## src/rtl/stepper_motion_controller.sv

```systemverilog
// Move sequencer for a 28BYJ-48 unipolar stepper: runs a commanded number of
// steps in wave/double/half mode with a linear accel/decel ramp on the step period.
module stepper_motion_controller #(
  parameter int DIV_WIDTH = 24,
  parameter int CNT_WIDTH = 16,
  parameter int START_DIV = 2500000,
  parameter int MIN_DIV   = 100000,
  parameter int ACC_DEC   = 100000
) (
  input  logic                 clk,
  input  logic                 rst,
  input  logic                 start,
  input  logic                 direcc,
  input  logic [1:0]           modo,
  input  logic [CNT_WIDTH-1:0] num_pasos,
  input  logic                 stop,
  output logic [3:0]           bobinasMotor,
  output logic                 busy,
  output logic                 done,
  output logic                 ledDirecc,
  output logic [CNT_WIDTH-1:0] pasos_restantes
);

  localparam int DW1 = DIV_WIDTH + 1;
  localparam logic [DIV_WIDTH-1:0] START_P = DIV_WIDTH'(START_DIV);
  localparam logic [DIV_WIDTH-1:0] MIN_P   = DIV_WIDTH'(MIN_DIV);
  localparam logic [DIV_WIDTH:0]   START_W = DW1'(START_DIV);
  localparam logic [DIV_WIDTH:0]   ACC_W   = DW1'(ACC_DEC);
  localparam logic [DIV_WIDTH:0]   DN_LIM  = DW1'(MIN_DIV) + DW1'(ACC_DEC);

  typedef enum logic [1:0] {IDLE, RUN, DONE} state_t;

  state_t               state;
  logic [2:0]           p;
  logic                 dir_l;
  logic                 half_l;
  logic [DIV_WIDTH-1:0] per;
  logic [DIV_WIDTH-1:0] cyc;
  logic [CNT_WIDTH-1:0] ramp;

  logic [2:0]           p_align;
  logic [2:0]           p_next;
  logic [2:0]           inc;
  logic                 step_evt;
  logic [CNT_WIDTH-1:0] new_rem;
  logic [DIV_WIDTH:0]   per_sum;
  logic [DIV_WIDTH-1:0] per_up;
  logic [DIV_WIDTH-1:0] per_dn;
  logic [DIV_WIDTH-1:0] per_nx;
  logic [CNT_WIDTH-1:0] ramp_nx;

  function automatic logic [3:0] coil_pat(input logic [2:0] ph);
    case (ph)
      3'd0:    coil_pat = 4'b1000;
      3'd1:    coil_pat = 4'b1100;
      3'd2:    coil_pat = 4'b0100;
      3'd3:    coil_pat = 4'b0110;
      3'd4:    coil_pat = 4'b0010;
      3'd5:    coil_pat = 4'b0011;
      3'd6:    coil_pat = 4'b0001;
      default: coil_pat = 4'b1001;
    endcase
  endfunction

  always_comb begin
    case (modo)
      2'b00:   p_align = {p[2:1], 1'b0};
      2'b10:   p_align = p;
      default: p_align = {p[2:1], 1'b1};
    endcase

    inc      = half_l ? 3'd1 : 3'd2;
    p_next   = dir_l ? p + inc : p - inc;
    step_evt = (cyc == per - DIV_WIDTH'(1));
    new_rem  = pasos_restantes - CNT_WIDTH'(1);

    // Widened sums keep the saturating limits exact without wrap.
    per_sum = {1'b0, per} + ACC_W;
    per_up  = (per_sum > START_W) ? START_P : per_sum[DIV_WIDTH-1:0];
    per_dn  = ({1'b0, per} < DN_LIM) ? MIN_P : per - DIV_WIDTH'(ACC_DEC);

    if (new_rem <= ramp) begin
      per_nx  = per_up;
      ramp_nx = (ramp == '0) ? '0 : ramp - CNT_WIDTH'(1);
    end else begin
      per_nx  = per_dn;
      ramp_nx = (per_dn != per && ramp != '1) ? ramp + CNT_WIDTH'(1) : ramp;
    end
  end

  always_ff @(posedge clk or posedge rst) begin
    if (rst) begin
      state           <= IDLE;
      p               <= '0;
      dir_l           <= 1'b0;
      half_l          <= 1'b0;
      per             <= START_P;
      cyc             <= '0;
      ramp            <= '0;
      bobinasMotor    <= '0;
      busy            <= 1'b0;
      done            <= 1'b0;
      ledDirecc       <= 1'b0;
      pasos_restantes <= '0;
    end else begin
      case (state)
        IDLE: begin
          bobinasMotor <= '0;
          busy         <= 1'b0;
          done         <= 1'b0;
          if (start) begin
            dir_l           <= direcc;
            half_l          <= (modo == 2'b10);
            p               <= p_align;
            per             <= START_P;
            cyc             <= '0;
            ramp            <= '0;
            pasos_restantes <= num_pasos;
            ledDirecc       <= direcc;
            busy            <= 1'b1;
            if (num_pasos == '0) begin
              state <= DONE;
              done  <= 1'b1;
            end else begin
              state        <= RUN;
              bobinasMotor <= coil_pat(p_align);
            end
          end
        end
        RUN: begin
          if (stop) begin
            state        <= DONE;
            done         <= 1'b1;
            bobinasMotor <= '0;
          end else if (step_evt) begin
            p               <= p_next;
            pasos_restantes <= new_rem;
            cyc             <= '0;
            per             <= per_nx;
            ramp            <= ramp_nx;
            if (new_rem == '0) begin
              state        <= DONE;
              done         <= 1'b1;
              bobinasMotor <= '0;
            end else begin
              bobinasMotor <= coil_pat(p_next);
            end
          end else begin
            cyc <= cyc + DIV_WIDTH'(1);
          end
        end
        DONE: begin
          state        <= IDLE;
          done         <= 1'b0;
          busy         <= 1'b0;
          bobinasMotor <= '0;
        end
        default: state <= IDLE;
      endcase
    end
  end

endmodule

```

## config.mk

```make
export PLATFORM = sky130hd
export DESIGN_NAME = stepper_motion_controller
export DESIGN_NICKNAME = d
export VERILOG_FILES = /design/src/rtl/stepper_motion_controller.sv
export SDC_FILE = /design/constraint.sdc
export NUM_CORES = 1
export LEC_CHECK = 0
export CAP_MARGIN = 5
export CORE_MARGIN = 2
export CORE_UTILIZATION = 60
export CTS_BUF_LIST = sky130_fd_sc_hd__clkbuf_8
export CTS_CLUSTER_DIAMETER = 50
export DETAILED_ROUTE_END_ITERATION = 6
export PLACE_DENSITY = 0.86
export SYNTH_ARGS = -nofsm -noshare
export SYNTH_HDL_FRONTEND = slang
export SYNTH_SLANG_ARGS = --single-unit
```

## constraint.sdc

```tcl
create_clock -name clk -period 8 [get_ports clk]
set_input_delay 0.8 -clock clk [delete_from_list [all_inputs] [get_ports clk]]
set_output_delay 0.8 -clock clk [all_outputs]
set_load 0.05 [all_outputs]
```

==> parameters.txt <==
Parameter                              Value

Timing
  Finish-stage setup viols    0
  Fin. max-slew vios    0
  Final worst path period need    4960 ps
  Final number of hold-violating endpoints    0
  Worst-Margin Slew    around 1100 ps
  RSZ-0062 raised after global routing    no
  Post-route setup TNS    0 ps
  Clk_skew    20.2 ps
  Max_slew headroom    27.9%
  Fin crit share    about three fifths
  Peak Freq    approximately 200 MHz

Synth
  Combinational family with the most area after synthesis    simple AND/OR/NAND/NOR gates
  Most common library cells after synthesis    sky130_fd_sc_hd__nand2_1 (117), sky130_fd_sc_hd__dfrtp_1 (85), sky130_fd_sc_hd__nor2_1 (79), sky130_fd_sc_hd__o21ai_0 (73), sky130_fd_sc_hd__a21oi_1 (71)
  Mapped cell area    between 8000 and 9000 um2
  Top cells by area in the synthesized netlist    sky130_fd_sc_hd__dfrtp_1 (26%), sky130_fd_sc_hd__nand2_1 (5.3%), sky130_fd_sc_hd__ha_1 (4.7%)
  Number of nets in the synthesized netlist    approximately 1100
  Cells after synthesis    around 1100
  Flip-flop and latch count after synthesis    93
  Leading cell type by number of instances after synthesis    sky130_fd_sc_hd__nand2_1
  Xor/xnor cell area share of the yosys netlist    between 7 and 8%
  Number of unique standard cell types used by synthesis    97
  Count of flip-flops with a built-in enable after synthesis    0
  Post-synth ARST share    100%
  Sequential-to-total area share from yosys stat    ~28%
  Warning count from the yosys run    0
  Synth Area in Adders    ~5%
  Dominant register cell in the synthesized netlist    sky130_fd_sc_hd__dfrtp_1
  Simple logic cell fraction of the synthesized area    between 20% and 30%
  Syn Area/Cell    7.89 um2
  Share of the synthesized area in the top cell type    between 20% and 30%
  Most area-hungry cell type in the Yosys netlist    sky130_fd_sc_hd__dfrtp_1
  Post-synthesis mux area share    between 2 and 2.5%
  Compound-Gate Fraction of Synth Area    roughly 23%

Die
  Number of core rows    43
  Io pins    between 40 and 50
  Total Die Area    14800 um2
  Core ar.    about 14000 um2
  Initial Utilization    just over 60%
  Die width    between 100 and 150 um
  Vertical die dimension    ~120 um

Route
  DR WL met2    between 10 and 15 mm
  Number of nets still failing antenna checks after routing    0
  Total length of routed wires    23.2 mm
  WL met1    slightly below 10 mm
  Count of unresolved DRC violations after routing    0
  Vias after detailed routing    8246
  Met3 wire len    between 1.5 and 2 mm
  Uppermost layer routed    met4
  First-pass iteration count of the detailed router    7
  Routed len/inst    roughly 19 um
  DRC marker count from the first detailed-route iteration    841
  Vias per Instance    between 6 and 7

Setup path
  Largest fanout on the critical path    25
  Critical path required time    just over 8000 ps
  Nature of the critical path startpoint    register
  Kind of end point of the critical path    register
  Crit path kind    reg2reg
  Data arrival time of the critical path    about 5200 ps

Cells and area
  Share of post-route cells with drive strength above 1    between 7 and 8%
  Number of nets in the final layout    roughly 1100
  Layout Cell Area excl Fill    slightly below 9000 um2
  Multi-input gate area    approximately 5500 um2
  Ant diodes    0
  Fillers    about 1200
  Storage cell area    between 2000 and 2500 um2
  Post-layout instance count excluding filler cells    around 1200
  Synthesis-to-layout area growth    7.36%

GRT
  Total congestion overflow after global routing    0
  Global Route Usage Sum    between 30% and 40%
  Maximum number of pins on one net before global-route repair    71
  Global-route wire length before repair    around 40 mm
  Initial antenna violation count    0
  Number of global-route vias before repair    a little under 8000

Place
  Placed cell area    a little under 9000 um2
  Post-detail-place hpwl    ~17 mm
  Count of buffers from port buffering    45
  Weighted congestion at the end of routability-driven global placement    roughly 0.96
  Placed insts    1223

CTS
  Clock Sinks    a little over 90
  CTS tree    done
  Clock-pin slew on the worst setup and hold paths    110 ps
  Max clock buf depth    2
  Number of levels in the clock H-tree    3
  Clock tree root driver cell    sky130_fd_sc_hd__clkbuf_8
  Post-CTS Setup Inserts    0
  Later-pin clock latency in the skew report    just over 400 ps
  Number of buffers added by the clock tree synthesis step    9
  Post-cts repair resize count    0
  CTS hold repair buffers    0

Power and ir drop
  Worst ir drop on vdd    282 uV
  Leakage power of the design    ~3.5 nW
  Total power per unit cell area    about 350 nW/um2
  Total power of the final layout    3.12 mW

Min path
  Worst Hold Class    reg2reg

Status
  Result of the run    completed

Job
  Max capacitance violation total    0
## layout make-up
class                      count  area share (%)
inverter                      48            2.04
multi-input combinational    850            61.7
tap                          180            2.52
sequential                    93            26.1
clock inverter                 7           0.643
timing repair buffer          52            5.62
clock buffer                   9            1.38
## metal layers
metal / track usage [%] / vias to the layer above
met1: 44.4 / 3916
met4: 12.8 / 0
li1: - / 3864
met5: 0 / -
met3: 5.15 / 59
met2: 52.0 / 407
## metrics by stage
step / hold slack, ps / setup slack [ps] / util, %
2_1_floorplan: 467 / 3800 / -
3_3_place_gp: 463 / 3450 / 63.9
3_5_place_dp: 474 / 3220 / 63.9
4_1_cts: 500 / 3180 / 65.2
5_1_grt: 525 / 2540 / 65.2
6_report: 495 / 3040 / 65.2
## state kept, by name (all words and copies together) (netlist names)
| name | flops |
|---|---|
| bobinasMotor | 4 |
| busy | 1 |
| cyc | 24 |
| dir_l | 1 |
| done | 1 |
| half_l | 1 |
| p | 3 |
| pasos_restantes | 16 |
| per | 24 |
| ramp | 16 |
| state | 2 |
## cells by family (layout without fill, tap and decap cells)
family / count (synthesis) / count (layout)
xor gates and xnor gates: 72 / 72
adders and majority gates: 32 / 32
buffers and inverters: 113 / 116
muxes: 19 / 19
and+or+nand+nor: 440 / 440
DFF: 93 / 93
AOI/OAI and AO/OA: 287 / 287
## layout by cell type, fill, tap and decap left out, drive strengths merged, types with 8 or more instances in the layout
| cell type | count |
|---|---|
| a31oi | 14 |
| nand3 | 43 |
| and2 | 10 |
| mux2i | 16 |
| a21o | 15 |
| nand2 | 117 |
| o211ai | 16 |
| a21oi | 73 |
| dfstp | 8 |
| and3 | 13 |
| clkdlybuf4s50 | 45 |
| or3 | 17 |
| ha | 31 |
| o21a | 12 |
| xor2 | 28 |
| nor3 | 39 |
| dfrtp | 85 |
| xnor2 | 44 |
| nand4 | 30 |
| nor2 | 80 |
| nor2b | 12 |
| or2 | 10 |
| o21ai | 79 |
| clkbuf | 9 |
| nor4 | 29 |
| inv | 53 |
| o22ai | 9 |
## path summary, 6_finish.rpt
check,from,cells after the start,slack [ps],end
setup / recovery,pasos_restantes[2],15,3040,ramp[9]
hold / removal,bobinasMotor[2],2,500,bobinasMotor[2]
setup reg to reg,pasos_restantes[2],15,3040,ramp[9]
hold reg to reg,bobinasMotor[2],2,500,bobinasMotor[2]
max in group asynchronous,rst,3,6070,ramp[1]
min in group asynchronous,rst,2,700,per[16]
## power by group
group	total, mW	switching, mW	leakage (nW)	internal (mW)
Sequential	0.780	0.202	1.22	0.578
Clock	0.324	0.205	0.0939	0.118
Combinational	2.01	1.32	2.17	0.691
## critical path: stages, from the launching register on
cell and delay [ps]:
sky130_fd_sc_hd__dfrtp_1 450, sky130_fd_sc_hd__nor4_1 450, sky130_fd_sc_hd__and3_1 330, sky130_fd_sc_hd__nand2_1 130
sky130_fd_sc_hd__nor3_1 250, sky130_fd_sc_hd__xor2_1 260, sky130_fd_sc_hd__ha_1 290, sky130_fd_sc_hd__a21o_1 160
sky130_fd_sc_hd__a21o_1 170, sky130_fd_sc_hd__a21o_1 170, sky130_fd_sc_hd__a2111o_1 440, sky130_fd_sc_hd__nand2_1 690
sky130_fd_sc_hd__nand2_1 460, sky130_fd_sc_hd__o22ai_1 280, sky130_fd_sc_hd__nor2_1 70, sky130_fd_sc_hd__o41ai_1 230
Note: power is estimated with default switching activity, not from simulation.
